==> config.mk <==
export PLATFORM = sky130hd
export DESIGN_NAME = fault_monitor_flat
export DESIGN_NICKNAME = d
export VERILOG_FILES = /design/src/rtl/fault_monitor_if.sv /design/src/rtl/fault_monitor.sv /design/src/flat_wrapper.sv
export SDC_FILE = /design/constraint.sdc
export NUM_CORES = 1
export LEC_CHECK = 0
export CAP_MARGIN = 20
export CORE_ASPECT_RATIO = 1.4
export CORE_UTILIZATION = 49
export DETAILED_ROUTE_END_ITERATION = 8
export GPL_TIMING_DRIVEN = 0
export PLACE_DENSITY_LB_ADDON = 0.08
export SYNTH_ARGS = -nofsm -noshare
export SYNTH_HDL_FRONTEND = slang
export SYNTH_SLANG_ARGS = --single-unit
export TNS_END_PERCENT = 20
==> constraint.sdc <==
create_clock -name clk -period 6.45 [get_ports clk]
set_clock_uncertainty 0.1 [all_clocks]
set_input_delay 1.29 -clock clk [delete_from_list [all_inputs] [get_ports clk]]
set_output_delay 1.29 -clock clk [all_outputs]
set_load 0.005 [all_outputs]
==> src/rtl/fault_monitor_if.sv <==
// fault_monitor_if: feature-average inputs, operator clear and status outputs of the fault monitor.
interface fault_monitor_if #(parameter int W = 16);
  logic         avg_valid;
  logic [W-1:0] avg_current;
  logic [W-1:0] avg_vibration;
  logic [W-1:0] avg_temperature;
  logic         fault_clear;
  logic [1:0]   state;
  logic         warn;
  logic         trip;
  logic [2:0]   fault_code;
  logic [7:0]   trip_count;
  modport master (
    output avg_valid, avg_current, avg_vibration, avg_temperature, fault_clear,
    input  state, warn, trip, fault_code, trip_count
  );
  modport slave (
    input  avg_valid, avg_current, avg_vibration, avg_temperature, fault_clear,
    output state, warn, trip, fault_code, trip_count
  );
endinterface

==> src/rtl/fault_monitor.sv <==
// fault_monitor: per-channel warn/trip thresholds with persistence and hysteresis,
// driving a latched fault FSM with gated operator clear and cooldown.
module fault_monitor #(
  parameter int W       = 16,
  parameter int I_WARN  = 800,
  parameter int I_TRIP  = 1000,
  parameter int V_WARN  = 300,
  parameter int V_TRIP  = 500,
  parameter int T_WARN  = 600,
  parameter int T_TRIP  = 750,
  parameter int PERSIST = 3,
  parameter int HYST    = 20,
  parameter int COOL    = 4
) (
  input logic clk,
  input logic rst_n,
  fault_monitor_if.slave bus
);
  typedef enum logic [1:0] {NORMAL, WARNING, FAULT, COOLDOWN} state_t;
  localparam logic [3:0] PMAX = 4'(PERSIST);
  localparam logic [3:0] CMAX = 4'(COOL);
  state_t       state, state_n;
  logic [2:0]   code, code_n, ot, ow, be, tripped;
  logic [7:0]   count, count_n;
  logic [3:0]   cool, cool_n;
  logic [3:0]   pcnt [3];
  logic [3:0]   pupd [3];
  logic [W-1:0] avg [3];
  logic         v, quiet, quiet_n, clr_p, entry, any_warn, all_exit;
  assign v      = bus.avg_valid;
  assign avg[0] = bus.avg_current;
  assign avg[1] = bus.avg_vibration;
  assign avg[2] = bus.avg_temperature;
  for (genvar g = 0; g < 3; g++) begin : ch
    localparam int WR = g == 0 ? I_WARN : g == 1 ? V_WARN : T_WARN;
    localparam int TR = g == 0 ? I_TRIP : g == 1 ? V_TRIP : T_TRIP;
    // Exit level clamps at zero, which makes below-exit unreachable.
    localparam logic [W-1:0] EX = W'(WR > HYST ? WR - HYST : 0);
    assign ot[g]      = avg[g] >= W'(TR);
    assign ow[g]      = avg[g] >= W'(WR);
    assign be[g]      = avg[g] < EX;
    assign pupd[g]    = ot[g] ? (pcnt[g] == PMAX ? pcnt[g] : pcnt[g] + 4'd1) : 4'd0;
    assign tripped[g] = v && pupd[g] == PMAX;
  end
  assign any_warn = |ow;
  assign all_exit = &be;
  always_comb begin
    state_n = state;
    code_n  = code;
    cool_n  = cool;
    quiet_n = v ? all_exit : quiet;
    clr_p   = 1'b0;
    entry   = 1'b0;
    case (state)
      NORMAL, WARNING: begin
        if (v && |tripped) begin
          state_n = FAULT;
          code_n  = tripped;
          entry   = 1'b1;
        end else if (v && state == NORMAL && any_warn) state_n = WARNING;
        else if (v && state == WARNING && all_exit) state_n = NORMAL;
      end
      FAULT: begin
        code_n = v ? code | tripped : code;
        // Clear is judged on the quiet flag left by the previous sample.
        if (bus.fault_clear && quiet) begin
          state_n = COOLDOWN;
          cool_n  = 4'd0;
        end
      end
      default: begin
        if (v && any_warn) begin
          state_n = FAULT;
          code_n  = code | tripped;
          entry   = 1'b1;
        end else if (v && all_exit) begin
          cool_n = cool + 4'd1;
          if (cool + 4'd1 == CMAX) begin
            state_n = NORMAL;
            code_n  = 3'd0;
            clr_p   = 1'b1;
          end
        end else if (v) cool_n = 4'd0;
      end
    endcase
    count_n = entry && count != 8'hff ? count + 8'd1 : count;
  end
  always_ff @(posedge clk or negedge rst_n) begin
    if (!rst_n) begin
      state <= NORMAL;
      code  <= 3'd0;
      count <= 8'd0;
      cool  <= 4'd0;
      quiet <= 1'b1;
      for (int i = 0; i < 3; i++) pcnt[i] <= 4'd0;
    end else begin
      state <= state_n;
      code  <= code_n;
      count <= count_n;
      cool  <= cool_n;
      quiet <= quiet_n;
      for (int i = 0; i < 3; i++) pcnt[i] <= clr_p ? 4'd0 : v ? pupd[i] : pcnt[i];
    end
  end
  assign bus.state      = state;
  assign bus.warn       = state == WARNING;
  assign bus.trip       = state == FAULT;
  assign bus.fault_code = code;
  assign bus.trip_count = count;
endmodule

==> src/flat_wrapper.sv <==
// flat-port wrapper written by rule: the top's interface ports become plain ports
module fault_monitor_flat 
#(
  parameter int W       = 16,
  parameter int I_WARN  = 800,
  parameter int I_TRIP  = 1000,
  parameter int V_WARN  = 300,
  parameter int V_TRIP  = 500,
  parameter int T_WARN  = 600,
  parameter int T_TRIP  = 750,
  parameter int PERSIST = 3,
  parameter int HYST    = 20,
  parameter int COOL    = 4
)
  (clk, rst_n, bus_avg_valid, bus_avg_current, bus_avg_vibration, bus_avg_temperature, bus_fault_clear, bus_state, bus_warn, bus_trip, bus_fault_code, bus_trip_count);
  fault_monitor_if #(.W(W)) bus_i ();
  input logic clk;
  input logic rst_n;
  input wire logic [$bits(bus_i.avg_valid)-1:0] bus_avg_valid;
  input wire logic [$bits(bus_i.avg_current)-1:0] bus_avg_current;
  input wire logic [$bits(bus_i.avg_vibration)-1:0] bus_avg_vibration;
  input wire logic [$bits(bus_i.avg_temperature)-1:0] bus_avg_temperature;
  input wire logic [$bits(bus_i.fault_clear)-1:0] bus_fault_clear;
  output wire logic [$bits(bus_i.state)-1:0] bus_state;
  output wire logic [$bits(bus_i.warn)-1:0] bus_warn;
  output wire logic [$bits(bus_i.trip)-1:0] bus_trip;
  output wire logic [$bits(bus_i.fault_code)-1:0] bus_fault_code;
  output wire logic [$bits(bus_i.trip_count)-1:0] bus_trip_count;
  assign bus_i.avg_valid = bus_avg_valid;
  assign bus_i.avg_current = bus_avg_current;
  assign bus_i.avg_vibration = bus_avg_vibration;
  assign bus_i.avg_temperature = bus_avg_temperature;
  assign bus_i.fault_clear = bus_fault_clear;
  assign bus_state = bus_i.state;
  assign bus_warn = bus_i.warn;
  assign bus_trip = bus_i.trip;
  assign bus_fault_code = bus_i.fault_code;
  assign bus_trip_count = bus_i.trip_count;
  fault_monitor #(.W(W), .I_WARN(I_WARN), .I_TRIP(I_TRIP), .V_WARN(V_WARN), .V_TRIP(V_TRIP), .T_WARN(T_WARN), .T_TRIP(T_TRIP), .PERSIST(PERSIST), .HYST(HYST), .COOL(COOL)) u_core (.clk(clk), .rst_n(rst_n), .bus(bus_i));
endmodule
# == Word level (Yosys, flattened, before mapping) ==
# Cells that the tools add are included.
# W data, S select, Z words.
# op_classes
n_lt_le_gt_ge,9
n_bitwise,2
n_reduce_logical,25
n_eq_ne,15
mux,38
n_addsub,5
# op_table
cell,n
$ge A16 B10 Y1 const B,4
$mux W4,16
$ge A16 B9 Y1 const B,2
$lt A16 B10 Y1 const B,2
$eq A4 B2 Y1 const B,6
$add A4 B1 Y4 const B,4
$lt A16 B9 Y1 const B,1
$mux W3,5
$mux W2,7
$logic_and A1 B1 Y1,12
$reduce_and A4 Y1,3
$reduce_or A3 Y1,3
$add A8 B1 Y8 const B,1
$ne A8 B8 Y1 const B,1
$pmux W4 S2,1
$reduce_bool A4 Y1,2
$mux W1,6
$pmux W3 S2,1
$eq A4 B3 Y1 const B,1
$ne A2 B1 Y1 const B,2
$ne A2 B2 Y1 const B,2
$ne A4 B1 Y1 const B,1
$pmux W2 S2,1
$or A3 B3 Y3,1
9 further kinds,9
# totals
wordCells,102
regBits,30

# == Depth between registers and ports, before layout ==
# Gate-level depths: netlist (run 1).
# depth
word_depth,10
depth_mapped,7
mapped_depth_nobuf,7

# == Worst setup path after synthesis (run 1) ==
# No wires, ideal clock.
# synth_path
kind,in2reg
startpoint,in bus_avg_temperature[5]
endpoint,"reg u_core.state[0], in the netlist u_core.bus.state[0]"
setup_ns,0.121
stages,6
t_required_ns,6.229
setup_slack_ns,3.301
arrival_time_ns,2.928
path_cell_list,o41a_1 -> o211a_1 -> or4_4 -> nor3b_4 -> a211oi_1 -> o22a_1
# synth_via
elab_chain_cells,8
# synth_lines
item,line,text
from (decl),flat_wrapper.sv:22,input wire logic [$bits(bus_i.avg_temperature)-1:0] bus_avg_temperature;
$ge A16 B10 Y1,fault_monitor.sv:39,assign ot[g] = avg[g] >= W'(TR);
$mux W4,fault_monitor.sv:42,assign pupd[g] = ot[g] ? (pcnt[g] == PMAX ? pcnt[g] : pcnt[g] + 4'd1) : 4'd0;
$eq A4 B2 Y1,fault_monitor.sv:43,assign tripped[g] = v && pupd[g] == PMAX;
$logic_and A1 B1 Y1,fault_monitor.sv:43,
$reduce_or A3 Y1,fault_monitor.sv:56,if (v && |tripped) begin
$logic_and A1 B1 Y1,fault_monitor.sv:56,
$ne A4 B1 Y1 (no line) or $mux W2 (tied branches),n/a,
$reduce_and A4 Y1 (no line) or $pmux W2 S2 (tied branches),n/a,
to (signal assigned),fault_monitor.sv:97,state <= state_n;
to (decl),fault_monitor.sv:22,"state_t state, state_n;"
# Several ways; a longest one is shown, not always the timed one.
# A chain may end at the register's enable or synchronous reset.

# == Worst setup path in the final report (run 1) ==
# layout_path
startpoint,in bus_avg_vibration[10]
endpoint,"reg u_core.count[1], in the netlist u_core.bus.trip_count[1]"
# layout_via
elab_chain_cells,9
# layout_lines
item,line,text
from (decl),flat_wrapper.sv:21,input wire logic [$bits(bus_i.avg_vibration)-1:0] bus_avg_vibration;
$ge A16 B9 Y1,fault_monitor.sv:39,
$mux W4,fault_monitor.sv:42,
$eq A4 B2 Y1,fault_monitor.sv:43,
$logic_and A1 B1 Y1,fault_monitor.sv:43,
$reduce_or A3 Y1,fault_monitor.sv:56,
$logic_and A1 B1 Y1,fault_monitor.sv:56,
$mux W1,fault_monitor.sv:56,
$pmux W1 S2 (*),fault_monitor.sv:54,case (state)
$logic_and A1 B1 Y1 (*),fault_monitor.sv:86,count_n = entry && count != 8'hff ? count + 8'd1 : count;
to (signal assigned),fault_monitor.sv:99,count <= count_n;
to (decl),fault_monitor.sv:24,"logic [7:0] count, count_n;"
# Every way passes the cells marked *; elsewhere a longest branch is shown, timed or not.

==> impl_metrics.json, run 1 <==
{
  "outcome": "complete, no violations",
  "netlist_top_cells_area": "dfrtp_1 37%, o21ai_0 5.9%, nand2_1 4.4%, ha_1 3.8%, xnor2_1 3.1%",
  "avgSynthCellArea_sq_um": 9.254,
  "startpoint_type": "input pin",
  "synth_top_cell_by_area": "dfrtp_1",
  "power.density_nw_per_um2": 271.0,
  "crit_path_end_kind": "flip-flop",
  "rows": 26,
  "syn_to_final_growth_pct": 39.86,
  "vdd_ir_drop_max_uv": 214.2,
  "power_leakage_nw": 1.092,
  "die_h_um": 76.87,
  "final_cell_mix": "61 x clkdlybuf4s50_1, 29 x dfrtp_1, 23 x nand2_1, 23 x o21ai_0, 8 x a31oi_1",
  "dp_hpwl_um": 4046,
  "worst_pin_slew_ns": 0.8201,
  "worst-path-max-fanout": 7,
  "rsz0062_at_grt": "no",
  "final_layout_size_suffix_gt1_frac": 0.06383,
  "syn_nets": 270,
  "nets": 339,
  "min_path_cells": 2,
  "grt_pass1_vias": 1936,
  "synth_seq_cells": 30,
  "hold_viol": 0,
  "place_congestion": 0.8037,
  "totalWireLength_um": 5043,
  "worstRegToRegCells": 7,
  "finalCritPeriodShare": 0.5476,
  "grt-ovfl-total": 0,
  "ys.flop_type": "dfrtp_1",
  "drv_slew": 0,
  "min_to": "u_core.quiet$_DFFE_PN1P_",
  "setup_tns_ns": 0,
  "mostFrequentLayoutCell": "clkdlybuf4s50_1",
  "max_freq_mhz": 283.1,
  "crit_arrival_ns": 3.59,
  "hp-start": "u_core.quiet$_DFFE_PN1P_",
  "cts_buffer_depth": 2,
  "crit_required_ns": 6.51,
  "grt_start_max_net_pins": 17,
  "remaining_drc_errors": 0,
  "setup_viol_count_final": 0,
  "clk_pin_slew_ns": 0.06,
  "layout.cells.non_filler": 324,
  "cts_root_buffer": "clkbuf_8",
  "core_area_sq_um": 3741,
  "cts_tree": "yes",
  "tritoncts_num_sinks": 30,
  "cts_resized": 0,
  "holdBufCountCts": 0,
  "cts_buffers": 5,
  "dr_total_vias": 1962,
  "utilization": 0.7334,
  "post_cts_buffers": 0,
  "max_slew_margin": 0.4516,
  "netlist_instances": 212,
  "htree_levels": 2,
  "ios": 67,
  "fillers": 315,
  "antenna_cells": 0,
  "synth-edff-count": 0,
  "clk_latency_ns": 0.28,
  "grt_pass1_wl_um": 8493,
  "start_util": 0.5244,
  "dp.cells": 316,
  "synth.yosys.warnings": 0,
  "drtPass1Iterations": 4,
  "track_usage": 0.2509,
  "timing.rr.end": "u_core.bus.trip_count[1]$_DFFE_PN0P_",
  "hold_path.class": "reg2reg",
  "die-area_sq_um": 4264,
  "wl_per_cell_um": 15.56,
  "ant_nets": 0,
  "regToRegSetupSlack_ns": 3.69,
  "p_total_w": 0.0007435,
  "r2r-start": "u_core.pcnt[0]$_DFFE_PN0P_",
  "synth_cell_types": 55,
  "ys_seq_area_frac": 0.3833,
  "fp.dieW_um": 55.48,
  "async_flop_share": 1.000,
  "grt_antenna_before_repair": 0,
  "fin_crit_ns": 3.532,
  "synth_top_area_frac": 0.3699,
  "maxCapViolations": 0,
  "drtIter0Drc": 48,
  "netlist_area_sq_um": 1962,
  "via_per_inst": 6.056,
  "path_class": "in2reg",
  "port_buffers": 61
}
==> how the worst max path moves through the flow <==
| stage | from | depth (start not counted) | slack, ns | end |
|---|---|---|---|---|
| 2_1_floorplan | bus_avg_temperature[5] | 6 | 3.30 | u_core.bus.state[0]$_DFFE_PN0P_ |
| 6_report | bus_avg_vibration[10] | 7 | 2.92 | u_core.bus.trip_count[1]$_DFFE_PN0P_ |
| 4_1_cts | bus_avg_vibration[10] | 7 | 2.94 | u_core.bus.trip_count[1]$_DFFE_PN0P_ |
| 5_1_grt | bus_avg_vibration[10] | 7 | 2.78 | u_core.bus.trip_count[1]$_DFFE_PN0P_ |
| 3_5_place_dp | bus_avg_vibration[10] | 7 | 2.64 | u_core.bus.trip_count[1]$_DFFE_PN0P_ |
| 3_3_place_gp | bus_avg_vibration[10] | 7 | 2.67 | u_core.bus.trip_count[1]$_DFFE_PN0P_ |
==> per-stage QoR <==
| stage | cell area (sq um) | hold slack, ns | worst slack (ns) |
|---|---|---|---|
| CTS | 2744 | 0.3831 | 2.936 |
| floorplan | 1962 | 0.3532 | 3.301 |
| finish | 2744 | 0.3864 | 2.918 |
| detailed placement | 2653 | 0.3707 | 2.640 |
| global route | 2744 | 0.4240 | 2.781 |
| global placement | 2625 | 0.3654 | 2.671 |
==> state kept, by name, summed over array words and instances (netlist names) <==
name	count
u_core.pcnt	12
u_core.bus.trip_count	8
u_core.cool	4
u_core.bus.fault_code	3
u_core.bus.state	2
u_core.quiet	1
==> metal layers <==
layer  wire length, um  part of all wire  up-vias  GRT usage
li1                  -                 -      957          -
met1              2005              0.40      926     0.2744
met2              2582              0.51       67     0.4458
met3               315             0.062       12    0.06071
met4               140             0.028        0     0.1225
met5                 0                 0        -          0
==> Yosys cell counts (all sizes together), types with 2 or more instances <==
cell     count
a31oi        9
mux2         2
o21ai       25
nor2b        7
o22a         2
nor3         3
ha           6
and2         2
o2111ai      3
nor3b        2
and3         7
a21oi        6
a32o         5
xnor2        7
a211oi       2
nand3        4
or4b         2
nor2         8
nor4         3
dfrtp       29
nand4        3
clkbuf       2
nand4b       4
o211ai       7
nand2       23
xor2         3
inv          7
o211a        2
o31ai        2
nand2b       6
==> where the power goes <==
| part | total, W | switching [W] | internal [W] |
|---|---|---|---|
| logic | 0.000302 | 0.000134 | 0.000168 |
| clock network | 0.000153 | 0.0000670 | 0.0000858 |
| registers | 0.000288 | 0.0000542 | 0.000234 |
==> worst max-delay path, stage by stage <==
cell and delay, ns:
clkdlybuf4s50_1 0.41, nor4_2 0.32, nand2_1 0.19, o32a_1 0.41
a21oi_1 0.52, nor2_2 0.12, mux2_1 0.33
==> cells by family after synthesis <==
group	after synthesis	synth area share
buffers and inverters	10	0.01977
XOR/XNOR	10	0.04465
flip-flops	30	0.3833
AND/OR/NAND/NOR	80	0.2424
adder cells (fa/ha/maj)	6	0.03826
AO/OA/AOI/OAI	74	0.2602
multiplexers	2	0.01148
==> final cells by class <==
cell class | count | area (sq um) | area share
plain buffers | 3 | 12.51 | 0.004560
multi-input cells | 172 | 1171 | 0.4268
well taps | 42 | 52.55 | 0.01915
repair buffers | 62 | 638.1 | 0.2326
inverters | 7 | 26.28 | 0.009576
clock buffers | 7 | 86.33 | 0.03146
clock inverters | 1 | 5.005 | 0.001824
flip-flops and latches | 30 | 752.0 | 0.2741
(Power assumes the default switching activity.)
==> inputs of run 2 (changes only) <==
- CORE_UTILIZATION: 49 -> 41
- clock period: 6.45 -> 2.9 ns (I/O delays scaled with it)
==> run 2 against run 1 <==
Compared with the run above: cell area down 0.27%; hold slack worse by 0.16 ns; non-clock buffer count down 1; combinational power up 120%; critical path depth unchanged; die area up 19%; clock power up 130%; sequential cell count unchanged; register-to-register slack worse by 3.5 ns; routed wire length down 1.4%; highest routed layer unchanged.
==> impl_metrics.json, run 2 (synthesis results as in run 1) <==
{
  "crit_arrival_ns": 2.81,
  "worst-path-max-fanout": 7,
  "utilization": 0.5985,
  "track_usage": 0.2082,
  "rsz0062_at_grt": "no",
  "grt_antenna_before_repair": 0,
  "dp_hpwl_um": 3843,
  "rows": 29,
  "power_frac_clock": 0.212,
  "core_area_sq_um": 4572,
  "die-area_sq_um": 5069,
  "setup_viol_count_final": 0,
  "fin_area_sq_um": 2736,
  "ant_nets": 0,
  "clk_latency_ns": 0.29,
  "startpoint_type": "input pin",
  "vdd_ir_drop_max_uv": 466.0,
  "cts_tree": "yes",
  "switching_share": 0.3463,
  "cts_buffer_depth": 2,
  "grt_pass1_vias": 1880,
  "dr_total_vias": 1936,
  "top_register": "u_core.pcnt",
  "max_slew_margin": 0.5441,
  "wl_per_cell_um": 14.50,
  "start_util": 0.4291,
  "remaining_drc_errors": 0,
  "power.internal_w": 0.001081,
  "r2r-start": "u_core.pcnt[8]$_DFFE_PN0P_",
  "grt_pass1_wl_um": 8045,
  "drtIter0Drc": 29,
  "via_per_inst": 5.644,
  "regToRegSetupSlack_ns": 0.18,
  "grt_start_max_net_pins": 31,
  "holdBufCountCts": 0,
  "ios": 67,
  "mostFrequentLayoutCell": "clkdlybuf4s50_1",
  "final_cell_mix": "60 x clkdlybuf4s50_1, 29 x dfrtp_1, 23 x nand2_1, 23 x o21ai_0, 8 x a31oi_1",
  "nets": 338,
  "grt-ovfl-total": 0,
  "die_h_um": 83.85,
  "worst_pin_slew_ns": 0.6839,
  "finalCritPeriodShare": 0.9493,
  "worstRegToRegCells": 7,
  "cts_root_buffer": "clkbuf_8",
  "cts_buffers": 5,
  "seq_power_share": 0.388,
  "outcome": "complete, no violations",
  "comb_power_share": 0.400,
  "power.density_nw_per_um2": 604.5,
  "final_layout_size_suffix_gt1_frac": 0.06406,
  "totalWireLength_um": 4974,
  "max_freq_mhz": 363.3,
  "fin_crit_ns": 2.753,
  "path_class": "in2reg",
  "place_congestion": 0.8443,
  "hold_ws_ns": 0.2271,
  "timing.rr.end": "u_core.bus.trip_count[1]$_DFFE_PN0P_",
  "crit_required_ns": 2.96,
  "setup_tns_ns": 0,
  "tritoncts_num_sinks": 30,
  "htree_levels": 2,
  "crit_path_end_kind": "flip-flop",
  "maxCapViolations": 0,
  "placed_cell_area_sq_um": 2645,
  "syn_to_final_growth_pct": 39.48,
  "p_sw_w": 0.0005727,
  "cts_resized": 0,
  "hold_viol": 0,
  "post_cts_buffers": 0,
  "power_leakage_nw": 1.079,
  "drv_slew": 0,
  "antenna_cells": 0,
  "largest_reg_flops": 12,
  "fp.dieW_um": 60.46,
  "drtPass1Iterations": 4,
  "clk_pin_slew_ns": 0.07,
  "port_buffers": 61,
  "hold_path.class": "in2async"
}
## run 2: worst max-delay path: stages
cell and delay, ns:
clkdlybuf4s50_1 0.41, nor4_2 0.31, nand2_1 0.18, o32a_1 0.41, a21oi_1 0.49, nor2_2 0.11
mux2_1 0.33
## run 2: through the flow
stage          std cells  power [W]  setup slack (ns)
2_1_floorplan        212   0.001023            0.4591
3_3_place_gp         335   0.001306           -0.1704
3_5_place_dp         335   0.001316           -0.1647
4_1_cts              343   0.001675            0.1218
5_1_grt              343   0.001779           0.01130
6_report             343   0.001654            0.1471
## run 2: area by class of cell
type / instances / area, sq um
Buffer: 3 / 12.51
Clock buffer: 7 / 86.33
Clock inverter: 1 / 5.005
Fill cell: 418 / 1836
Inverter: 7 / 26.28
Multi-Input combinational cell: 172 / 1171
Sequential cell: 30 / 752.0
Tap cell: 62 / 77.57
Timing Repair Buffer: 61 / 605.6
## run 2: routing by layer
layer	GRT usage	up-vias	wire length [um]
met5	0	-	0
li1	-	951	-
met3	0.05426	7	445
met2	0.3556	69	2366
met4	0.06818	0	70
met1	0.2450	909	2091
## run 2: power by group through the flow
| stage | clock network [W] | registers, W | logic [W] |
|---|---|---|---|
| floorplan | 0 | 0.000625 | 0.000398 |
| global placement | 0 | 0.000647 | 0.000658 |
| detailed placement | 0 | 0.000647 | 0.000669 |
| CTS | 0.000362 | 0.000641 | 0.000672 |
| global route | 0.000372 | 0.000662 | 0.000744 |
| finish | 0.000350 | 0.000642 | 0.000662 |
## run 2: worst max path at each step
stage,startpoint,to,slack [ns]
floorplan,u_core.pcnt[0]$_DFFE_PN0P_,u_core.bus.trip_count[1]$_DFFE_PN0P_,0.46
global placement,bus_avg_vibration[10],u_core.bus.trip_count[1]$_DFFE_PN0P_,-0.17
detailed placement,bus_avg_vibration[10],u_core.bus.trip_count[1]$_DFFE_PN0P_,-0.16
CTS,bus_avg_vibration[10],u_core.bus.trip_count[1]$_DFFE_PN0P_,0.12
global route,u_core.pcnt[8]$_DFFE_PN0P_,u_core.bus.trip_count[1]$_DFFE_PN0P_,0.01
finish,bus_avg_vibration[10],u_core.bus.trip_count[1]$_DFFE_PN0P_,0.15
==> inputs of run 3 (changes only) <==
- PLACE_DENSITY: default -> 0.83
- PLACE_DENSITY_LB_ADDON: 0.08 -> default
==> run 3 against run 2 <==
Compared with the run above: hold slack improved by 0.0045 ns; critical path depth did not move; maximum frequency fell by 0.13%; routed wire length rose by 5.1%; combinational power rose by 2%; count of clock-buffer cells in the layout did not move; first-iteration DRC count rose by 110%; cell count did not move; register-to-register slack got worse by 0.03 ns; sequential cell count did not move; critical endpoint is now u_core.bus.fault_code[1]$_DFFE_PN0P_.
==> impl_metrics.json, run 3 (synthesis results as in run 1) <==
{
  "path_cells": "clkdlybuf4s50_1, o41a_1, o211a_1, or4_4, nor3b_4, o22a_1, a31oi_1",
  "worst_pin_slew_ns": 0.6799,
  "worstRegToRegCells": 7,
  "cts_root_buffer": "clkbuf_8",
  "holdBufCountCts": 0,
  "top_register": "u_core.pcnt",
  "drtIter0Drc": 61,
  "tritoncts_num_sinks": 30,
  "core_area_sq_um": 4572,
  "critPathSlowestCell": "or4_4",
  "grt_pass1_wl_um": 8383,
  "grt-ovfl-total": 0,
  "htree_levels": 2,
  "slowest_delay_ns": 0.58,
  "hold_viol": 0,
  "start_util": 0.4291,
  "clk_pin_slew_ns": 0.06,
  "power.density_nw_per_um2": 610.2,
  "rsz0062_at_grt": "no",
  "grt_pass1_vias": 1978,
  "r2r-start": "u_core.pcnt[8]$_DFFE_PN0P_",
  "ant_nets": 0,
  "hold_path.class": "in2async",
  "die-area_sq_um": 5069,
  "crit_arrival_ns": 2.79,
  "placed_cell_area_sq_um": 2645,
  "ios": 67,
  "finalCritPeriodShare": 0.9505,
  "final_layout_size_suffix_gt1_frac": 0.07117,
  "cpLargestDelayFamily": "compound AO/OA/AOI/OAI gates",
  "dr_total_vias": 1992,
  "drtPass1Iterations": 6,
  "totalWireLength_um": 5229,
  "timing.rr.end": "u_core.bus.trip_count[1]$_DFFE_PN0P_",
  "crit_required_ns": 2.94,
  "via_per_inst": 5.808,
  "mostFrequentLayoutCell": "clkdlybuf4s50_1",
  "cts_buffers": 5,
  "max_slew_margin": 0.5467,
  "antenna_cells": 0,
  "outcome": "complete, no violations",
  "setup_viol_count_final": 0,
  "rows": 29,
  "crit_buf_inv": 1,
  "vdd_ir_drop_max_uv": 332.5,
  "maxCapViolations": 0,
  "power_leakage_nw": 1.079,
  "clk_latency_ns": 0.28,
  "drv_slew": 0,
  "nets": 338,
  "largest_reg_flops": 12,
  "fin_ws_ns": 0.1435,
  "cts_tree": "yes",
  "port_buffers": 61,
  "track_usage": 0.2191,
  "grt_antenna_before_repair": 0,
  "fin_area_sq_um": 2745,
  "die_h_um": 83.85,
  "fp.dieW_um": 60.46,
  "max_freq_mhz": 362.8,
  "remaining_drc_errors": 0,
  "wl_per_cell_um": 15.24,
  "regToRegSetupSlack_ns": 0.15,
  "place_congestion": 0.8277,
  "path_class": "in2reg",
  "startpoint_type": "input pin",
  "fin_crit_ns": 2.757,
  "post_cts_buffers": 0,
  "dp_hpwl_um": 4029,
  "cts_buffer_depth": 2,
  "syn_to_final_growth_pct": 39.92,
  "crit_path_end_kind": "flip-flop",
  "worst-path-max-fanout": 5,
  "pre_cts_ws_ns": -0.2488,
  "final_cell_mix": "60 x clkdlybuf4s50_1, 29 x dfrtp_1, 23 x nand2_1, 23 x o21ai_0, 8 x a31oi_1",
  "grt_start_max_net_pins": 31
}
==> run 3: cell counts in the layout (fill, tap and decap cells not counted) <==
Identical to the previous run, type by type.
==> run 3: cell type report <==
type                       count  area [sq um]
fill                         402          1827
multi-input combinational    172          1180
sequential                    30         752.0
timing repair buffer          61         605.6
clock buffer                   7         86.33
tap                           62         77.57
inverter                       7         26.28
buffer                         3         12.51
clock inverter                 1         5.005
==> run 3: timing repair <==
item	4_1_cts	5_1_grt
gates resized for setup	0	2
hold endpoints to repair	0	0
endpoints found under the setup margin	0	7
==> run 3: worst max-delay path by stage <==
| stage | cells after the start | slack, ns | endpoint | from |
|---|---|---|---|---|
| floorplan | 7 | 0.46 | u_core.bus.trip_count[1]$_DFFE_PN0P_ | u_core.pcnt[0]$_DFFE_PN0P_ |
| global placement | 7 | -0.23 | u_core.bus.trip_count[1]$_DFFE_PN0P_ | bus_avg_vibration[10] |
| detailed placement | 7 | -0.25 | u_core.bus.trip_count[1]$_DFFE_PN0P_ | bus_avg_vibration[10] |
| CTS | 7 | 0.04 | u_core.bus.trip_count[1]$_DFFE_PN0P_ | bus_avg_vibration[10] |
| global route | 7 | 0.0009 | u_core.bus.fault_code[1]$_DFFE_PN0P_ | bus_avg_temperature[13] |
| finish | 7 | 0.14 | u_core.bus.fault_code[1]$_DFFE_PN0P_ | bus_avg_temperature[5] |
==> run 3: routing by layer <==
metal / share of wire / vias up / GRT usage
li1: - / 957 / -
met1: 0.39 / 962 / 0.2343
met2: 0.52 / 62 / 0.3856
met3: 0.064 / 11 / 0.05271
met4: 0.027 / 0 / 0.1033
met5: 0 / - / 0
==> run 3: where the power goes <==
group          internal (W)  switching (W)  leakage, nW
clock              0.000191       0.000159       0.0482
sequential         0.000520       0.000127        0.378
combinational      0.000371       0.000307        0.653
total               0.00108       0.000592         1.08
==> run 3: through the flow <==
| stage | util | TNS (ns) | power (W) | hold slack, ns | cells |
|---|---|---|---|---|---|
| floorplan | - | 0 | 0.001023 | 0.1844 | 212 |
| global placement | 0.5796 | -1.605 | 0.001295 | 0.3686 | 335 |
| detailed placement | 0.5785 | -1.862 | 0.001323 | 0.3742 | 335 |
| CTS | 0.5985 | 0 | 0.001682 | 0.2553 | 343 |
| global route | 0.6004 | 0 | 0.001791 | 0.2754 | 343 |
| finish | 0.6004 | 0 | 0.001675 | 0.2315 | 343 |
